### config.mk
export PLATFORM = sky130hd
export DESIGN_NAME = seg7_scan_ctrl_flat
export DESIGN_NICKNAME = d
export VERILOG_FILES = /design/src/rtl/seg7_scan_ctrl_pkg.sv /design/src/rtl/seg7_scan_ctrl_if.sv /design/src/rtl/seg7_scan_ctrl_bcd_to_seg7.sv /design/src/rtl/seg7_scan_ctrl.sv /design/src/flat_wrapper.sv
export SDC_FILE = /design/constraint.sdc
export NUM_CORES = 1
export LEC_CHECK = 0
export CELL_PAD_IN_SITES_DETAIL_PLACEMENT = 1
export CELL_PAD_IN_SITES_GLOBAL_PLACEMENT = 1
export CORE_MARGIN = 3
export CORE_UTILIZATION = 30
export DETAILED_ROUTE_END_ITERATION = 10
export PLACE_DENSITY_LB_ADDON = 0.3
export SLEW_MARGIN = 20
export SYNTH_ARGS = -nofsm -noshare
export SYNTH_HDL_FRONTEND = slang
export SYNTH_SLANG_ARGS = --single-unit
### constraint.sdc
create_clock -name clk -period 1.9 [get_ports clk]
set_input_delay 0.285 -clock clk [delete_from_list [all_inputs] [get_ports clk]]
set_output_delay 0.285 -clock clk [all_outputs]
set_load 0.005 [all_outputs]
### src/rtl/seg7_scan_ctrl_pkg.sv
// ---------------------------------------------------------------------------
// seg7_pkg -- shared types and constants for the two-digit 7-segment scanner.
//
// Contents:
//   state_e    : scan FSM states (DIG_HI = tens shown, DIG_LO = ones shown)
//   SEG_DASH   : pattern for non-decimal codes 10-15
//   SEG_BLANK  : all segments off (leading-zero blanking)
//   DIGIT_SEG  : patterns for 0-9, bit order {g,f,e,d,c,b,a}, 1 = lit
//   an_for     : digit-enable pattern for a given scan state
// ---------------------------------------------------------------------------
package seg7_pkg;

    typedef enum logic {
        DIG_HI = 1'b0,
        DIG_LO = 1'b1
    } state_e;

    localparam logic [6:0] SEG_DASH  = 7'h40;
    localparam logic [6:0] SEG_BLANK = 7'h00;

    localparam logic [6:0] DIGIT_SEG [10] = '{
        7'h3F, 7'h06, 7'h5B, 7'h4F, 7'h66,
        7'h6D, 7'h7D, 7'h07, 7'h7F, 7'h6F
    };

    // One-hot, active-high: an[1] = tens, an[0] = ones.
    function automatic logic [1:0] an_for(state_e s);
        return (s == DIG_HI) ? 2'b10 : 2'b01;
    endfunction

endpackage

### src/rtl/seg7_scan_ctrl_if.sv
// ---------------------------------------------------------------------------
// seg7_scan_ctrl_if -- BCD value handshake into the 7-segment scanner.
//
// Signals:
//   in_valid : source offers in_bcd
//   in_bcd   : [7:4] tens digit, [3:0] ones digit
//   in_ready : scanner accepts in_bcd this cycle (frame end only)
// Modports:
//   master : the BCD source
//   slave  : the scanner
// ---------------------------------------------------------------------------
interface seg7_scan_ctrl_if;
    logic       in_valid;
    logic [7:0] in_bcd;
    logic       in_ready;

    modport master (output in_valid, output in_bcd, input in_ready);
    modport slave  (input in_valid, input in_bcd, output in_ready);
endinterface

### src/rtl/seg7_scan_ctrl_bcd_to_seg7.sv
// ---------------------------------------------------------------------------
// bcd_to_seg7 -- combinational BCD digit to 7-segment pattern decoder.
//
// Ports:
//   bcd_i : 4-bit digit code
//   seg_o : segment pattern {g,f,e,d,c,b,a}, active-high; codes 10-15 give
//           a dash
// ---------------------------------------------------------------------------
module bcd_to_seg7
    import seg7_pkg::*;
(
    input  logic [3:0] bcd_i,
    output logic [6:0] seg_o
);

    always_comb begin
        seg_o = SEG_DASH;
        if (bcd_i < 4'd10) begin
            seg_o = DIGIT_SEG[bcd_i];
        end
    end

endmodule

### src/rtl/seg7_scan_ctrl.sv
// ---------------------------------------------------------------------------
// seg7_scan_ctrl -- two-digit multiplexed 7-segment display scanner.
//
// Alternates between the tens digit (DIG_HI) and the ones digit (DIG_LO),
// each shown for REFRESH_DIV clock cycles. A new BCD value is accepted only
// in the last cycle of DIG_LO, so every displayed frame is consistent.
//
// Parameters:
//   REFRESH_DIV : cycles each digit is shown per scan phase (>= 1)
// Ports:
//   clk    : clock, rising edge
//   rst_n  : asynchronous active-low reset
//   bus    : seg7_scan_ctrl_if.slave (in_valid, in_bcd, in_ready)
//   seg_hi : tens-digit pattern (to downstream mux op1)
//   seg_lo : ones-digit pattern (to downstream mux op2)
//   sl     : mux select, 1 = tens, 0 = ones
//   an     : one-hot digit enable, an[1] = tens, an[0] = ones
// Configuration:
//   SEG7_LEAD_BLANK_EN : when defined, a tens digit of 0 is blanked
// ---------------------------------------------------------------------------
module seg7_scan_ctrl
    import seg7_pkg::*;
#(
    parameter int REFRESH_DIV = 50000
) (
    input  logic                   clk,
    input  logic                   rst_n,
    seg7_scan_ctrl_if.slave        bus,
    output logic [6:0]             seg_hi,
    output logic [6:0]             seg_lo,
    output logic                   sl,
    output logic [1:0]             an
);

    localparam int               CNT_W      = $clog2(REFRESH_DIV + 1);
    localparam logic [CNT_W-1:0] CNT_RELOAD = CNT_W'(REFRESH_DIV - 1);

    state_e           state_q;
    logic [CNT_W-1:0] cnt_q;
    logic [1:0]       an_q;
    logic             sl_q;
    logic [3:0]       dig_q   [2];   // [1] = tens, [0] = ones
    logic [6:0]       dec_seg [2];

    logic term_cnt;
    logic started;
    logic accept;

    assign term_cnt = (cnt_q == '0);
    // an is 00 only between reset release and the first edge.
    assign started  = (an_q != 2'b00);

    // Frame end: last cycle of the ones digit.
    assign bus.in_ready = (state_q == DIG_LO) && term_cnt;
    assign accept       = bus.in_valid && bus.in_ready;

    // Scan FSM with registered select/enables. The first edge after reset
    // only switches the tens digit on and leaves the counter loaded, so the
    // first DIG_HI phase is visible for the full REFRESH_DIV cycles.
    always_ff @(posedge clk or negedge rst_n) begin
        if (!rst_n) begin
            state_q  <= DIG_HI;
            cnt_q    <= CNT_RELOAD;
            an_q     <= 2'b00;
            sl_q     <= 1'b1;
            dig_q[0] <= 4'd0;
            dig_q[1] <= 4'd0;
        end else begin
            if (!started) begin
                an_q <= an_for(state_q);
                sl_q <= (state_q == DIG_HI);
            end else if (term_cnt) begin
                cnt_q <= CNT_RELOAD;
                case (state_q)
                    DIG_HI: begin
                        state_q <= DIG_LO;
                        an_q    <= an_for(DIG_LO);
                        sl_q    <= 1'b0;
                    end
                    DIG_LO: begin
                        state_q <= DIG_HI;
                        an_q    <= an_for(DIG_HI);
                        sl_q    <= 1'b1;
                    end
                endcase
            end else begin
                cnt_q <= cnt_q - CNT_W'(1);
            end

            // The capture edge is also the DIG_HI entry edge, so the new
            // patterns appear together with the start of the next frame.
            if (accept) begin
                dig_q[1] <= bus.in_bcd[7:4];
                dig_q[0] <= bus.in_bcd[3:0];
            end
        end
    end

    generate
        for (genvar gi = 0; gi < 2; gi++) begin : g_dec
            bcd_to_seg7 u_dec (
                .bcd_i (dig_q[gi]),
                .seg_o (dec_seg[gi])
            );
        end
    endgenerate

`ifdef SEG7_LEAD_BLANK_EN
    assign seg_hi = (dig_q[1] == 4'd0) ? SEG_BLANK : dec_seg[1];
`else
    assign seg_hi = dec_seg[1];
`endif
    assign seg_lo = dec_seg[0];

    assign sl = sl_q;
    assign an = an_q;

endmodule

### src/flat_wrapper.sv
// flat-port wrapper written by rule: the top's interface ports become plain ports
module seg7_scan_ctrl_flat import seg7_pkg::*;
#(
    parameter int REFRESH_DIV = 50000
)
  (clk, rst_n, seg_hi, seg_lo, sl, an, bus_in_valid, bus_in_bcd, bus_in_ready);
  seg7_scan_ctrl_if bus_i ();
  input  logic clk;
  input  logic rst_n;
  output logic [6:0] seg_hi;
  output logic [6:0] seg_lo;
  output logic sl;
  output logic [1:0] an;
  input wire logic [$bits(bus_i.in_valid)-1:0] bus_in_valid;
  input wire logic [$bits(bus_i.in_bcd)-1:0] bus_in_bcd;
  output wire logic [$bits(bus_i.in_ready)-1:0] bus_in_ready;
  assign bus_i.in_valid = bus_in_valid;
  assign bus_i.in_bcd = bus_in_bcd;
  assign bus_in_ready = bus_i.in_ready;
  seg7_scan_ctrl #(.REFRESH_DIV(REFRESH_DIV)) u_core (.clk(clk), .rst_n(rst_n), .bus(bus_i), .seg_hi(seg_hi), .seg_lo(seg_lo), .sl(sl), .an(an));
endmodule
==> impl_metrics.env <==
export IMPL_critPathLaunch="u_core.cnt_q[0]$_DFFE_PN1N_"
export IMPL_yosys_area_top_type_share_pct=25.41
export IMPL_ys_flop_type="dfrtp_1"
export IMPL_initial_utilization_pct=31.62
export IMPL_finalHoldViolations=0
export IMPL_tightest_slew_ns=0.4030
export IMPL_multiInputGateArea_um2=1047
export IMPL_relSlewSlack_pct=73.13
export IMPL_track_usage_pct=12.38
export IMPL_fill_cells=672
export IMPL_clk_pin_slew_ns=0.09
export IMPL_wl_um=4250
export IMPL_clockBufferDepth=2
export IMPL_grt_pass1_vias=1456
export IMPL_grt_max_degree=29
export IMPL_placementRows=27
export IMPL_gp_congestion=0.7269
export IMPL_cap_violations=0
export IMPL_arrival_ns=1.61
export IMPL_die_area_um2=6868
export IMPL_areaGrowthSynthToFinish_pct=35.00
export IMPL_finClkSkew_ns=0.001472
export IMPL_drtPass1Iterations=4
export IMPL_r2r_slack_ns=0.03
export IMPL_cts_num_sinks=28
export IMPL_synthesis_area_um2=1773
export IMPL_finalCritPeriodShare_pct=99.68
export IMPL_antenna_found_initial=0
export IMPL_cts_root_buf="clkbuf_8"
export IMPL_diodes=0
export IMPL_yosysTopAreaCell="dfrtp_1"
export IMPL_grt_pass1_wl_um=7024
export IMPL_viasPerCell=4.788
export IMPL_synth_avg_cell_area_um2=9.584
export IMPL_grt_setup_unrepaired="true"
export IMPL_layout_nets=263
export IMPL_drive_gt1_share_pct=33.47
export IMPL_regArea_um2=713.2
export IMPL_p_leak_uw=0.001043
export IMPL_power_density_nw_per_um2=402.4
export IMPL_max_freq_mhz=528.0
export IMPL_synthTopCellsByArea="dfrtp_1 (25%), dfstp_2 (15%), ha_1 (8.5%), mux2_4 (6.8%), o21ai_0 (4.0%)"
export IMPL_ir_drop_uv=424.9
export IMPL_grt_overflow=0
export IMPL_path_max_fanout=2
export IMPL_status="finished clean"
export IMPL_die_y_um=82.88
export IMPL_async_reset_ff_share_pct=100.0
export IMPL_final_common_cell="buf_4"
export IMPL_yosysUniqueCellTypes=40
export IMPL_port_buffers=28
export IMPL_htreeDepth=1
export IMPL_clkLatencyLatePin_ns=0.27
export IMPL_dp_hpwl_um=2987
export IMPL_ys_ff_latch=28
export IMPL_num_io_pins=29
export IMPL_cts_tree="yes"
export IMPL_min_period_ns=1.894
export IMPL_synthCells=185
export IMPL_worstReg2RegEnd="u_core.dig_q[1]$_DFFE_PN0P_"
export IMPL_yosysSeqAreaShare_pct=40.23
export IMPL_setup_viol=0
export IMPL_synth_edff_count=0
export IMPL_wl_per_cell_um=13.67
export IMPL_r2r_start="u_core.cnt_q[10]$_DFFE_PN0N_"
export IMPL_hp_class="in -> async"
export IMPL_synth_nets=208
export IMPL_via_count=1489
export IMPL_crit_required_ns=1.62
export IMPL_rr_worst_depth=6
export IMPL_mostFrequentLayoutCells="buf_4 (29), dfrtp_1 (18), nand2_1 (16)"
export IMPL_worstSetupEndpointType="output pin"
export IMPL_startpoint_type="flop"
export IMPL_criticalPathCategory="reg -> out"
export IMPL_antenna_left=0
export IMPL_cts_buffers=3
export IMPL_core_area_um2=5608
export IMPL_crit_path_end="bus_in_ready"
export IMPL_yosysWarnings=0
export IMPL_finalSetupTns_ns=0
export IMPL_final_cells=311
export IMPL_finalMaxSlewViolations=0
export IMPL_dp_cells=300
export IMPL_remaining_drc_errors=0
export IMPL_drt_first_iter_violations=23
export IMPL_fp_dieW_um=82.88
==> how the worst min path moves through the flow <==
stage                                             from                      endpoint  slack [ns]  cells past startpoint
after floorplan                                  rst_n      u_core.an[0]$_DFFE_PN0P_       -0.01                      0
after detailed placement  u_core.cnt_q[15]$_DFFE_PN1N_  u_core.cnt_q[15]$_DFFE_PN1N_        0.51                      2
after global placement    u_core.cnt_q[15]$_DFFE_PN1N_  u_core.cnt_q[15]$_DFFE_PN1N_        0.50                      2
after global routing                             rst_n   u_core.cnt_q[7]$_DFFE_PN0N_        0.40                      2
after CTS                                        rst_n   u_core.cnt_q[4]$_DFFE_PN0N_        0.39                      2
final                                            rst_n   u_core.cnt_q[7]$_DFFE_PN0N_        0.38                      2
==> cell usage after synthesis, drive strengths merged, types with 2 or more instances <==
| library cell | number |
|---|---|
| nor2 | 12 |
| inv | 10 |
| buf | 3 |
| nor3 | 3 |
| dfrtp | 18 |
| mux2 | 8 |
| o21ai | 14 |
| nand4 | 4 |
| nor2b | 4 |
| clkbuf | 5 |
| xor2 | 6 |
| or2 | 2 |
| a31oi | 2 |
| a21oi | 10 |
| xnor2 | 2 |
| a21o | 2 |
| nand3 | 8 |
| ha | 12 |
| or4 | 2 |
| o31ai | 2 |
| or3 | 2 |
| and3 | 2 |
| nand2b | 8 |
| nor4 | 4 |
| nand2 | 16 |
| dfstp | 10 |
| o22ai | 6 |
==> cells by family (layout without fill, tap and decap cells) <==
group	after synthesis	in the layout	share of synthesized area [%]
simple gates	71	71	22.30
compound gates	39	39	12.70
flops	28	28	40.23
buf+inv	18	72	5.011
fa+ha+maj	12	12	8.468
mux	9	9	7.340
xor+xnor	8	8	3.952
==> metrics by stage <==
stage | setup WS (ns) | hold slack (ns) | utilization [%] | area (um2) | total power (uW)
floorplan | 0.001525 | -0.01059 | - | 1777 | 608.0
global placement | -0.04157 | 0.5011 | 40.38 | 2265 | 644.1
detailed placement | -0.09943 | 0.5057 | 40.38 | 2265 | 643.4
CTS | -0.02101 | 0.3910 | 41.92 | 2351 | 983.2
global route | -0.08281 | 0.4046 | 42.68 | 2394 | 1009
finish | 0.006066 | 0.3808 | 42.68 | 2394 | 963.2
==> worst max-delay path, stage by stage, from the launching register on <==
cell and delay, ns:
dfstp_2 0.55, inv_2 0.05, ha_4 0.14, nor3b_4 0.14
and4_4 0.17, and2_1 0.15, buf_2 0.12
==> per-layer routing <==
| layer | up-vias | share of wire [%] | GRT usage (%) | routed length, um |
|---|---|---|---|---|
| li1 | 759 | - | - | - |
| met1 | 706 | 51 | 17.00 | 2154 |
| met2 | 22 | 46 | 19.90 | 1956 |
| met3 | 2 | 2.7 | 2.778 | 114 |
| met4 | 0 | 0.56 | 2.675 | 24 |
| met5 | - | 0 | 0 | 0 |
==> state kept, by name, summed over array words and instances, names as in the netlist <==
| register | cells |
|---|---|
| u_core.sl | 1 |
| u_core.an | 2 |
| u_core.dig_q | 8 |
| u_core.cnt_q | 16 |
| u_core.state_q | 1 |
==> area by class of cell <==
| type | instances | share of cell area (%) |
|---|---|---|
| multi-input cells | 139 | 43.75 |
| well taps | 72 | 3.764 |
| inverters | 10 | 1.673 |
| flip-flops and latches | 28 | 29.80 |
| repair buffers | 58 | 19.13 |
| clock buffers | 4 | 1.882 |
==> power by group <==
group / internal (uW) / total [uW] / switching [uW]
clock network: 150 / 332 / 181
registers: 597 / 597 / 0
logic: 19.7 / 35.1 / 15.4
total: 767 / 963 / 197
==> what timing repair did <==
item / CTS / global route
gates resized for setup: 28 / 34
endpoints found under the hold margin: 0 / 0
setup buffers: 6 / 1
pin swaps: 4 / 6
hold buffers: 0 / 0
setup endpoints to repair: 23 / 22
(Power assumes the default switching activity.)
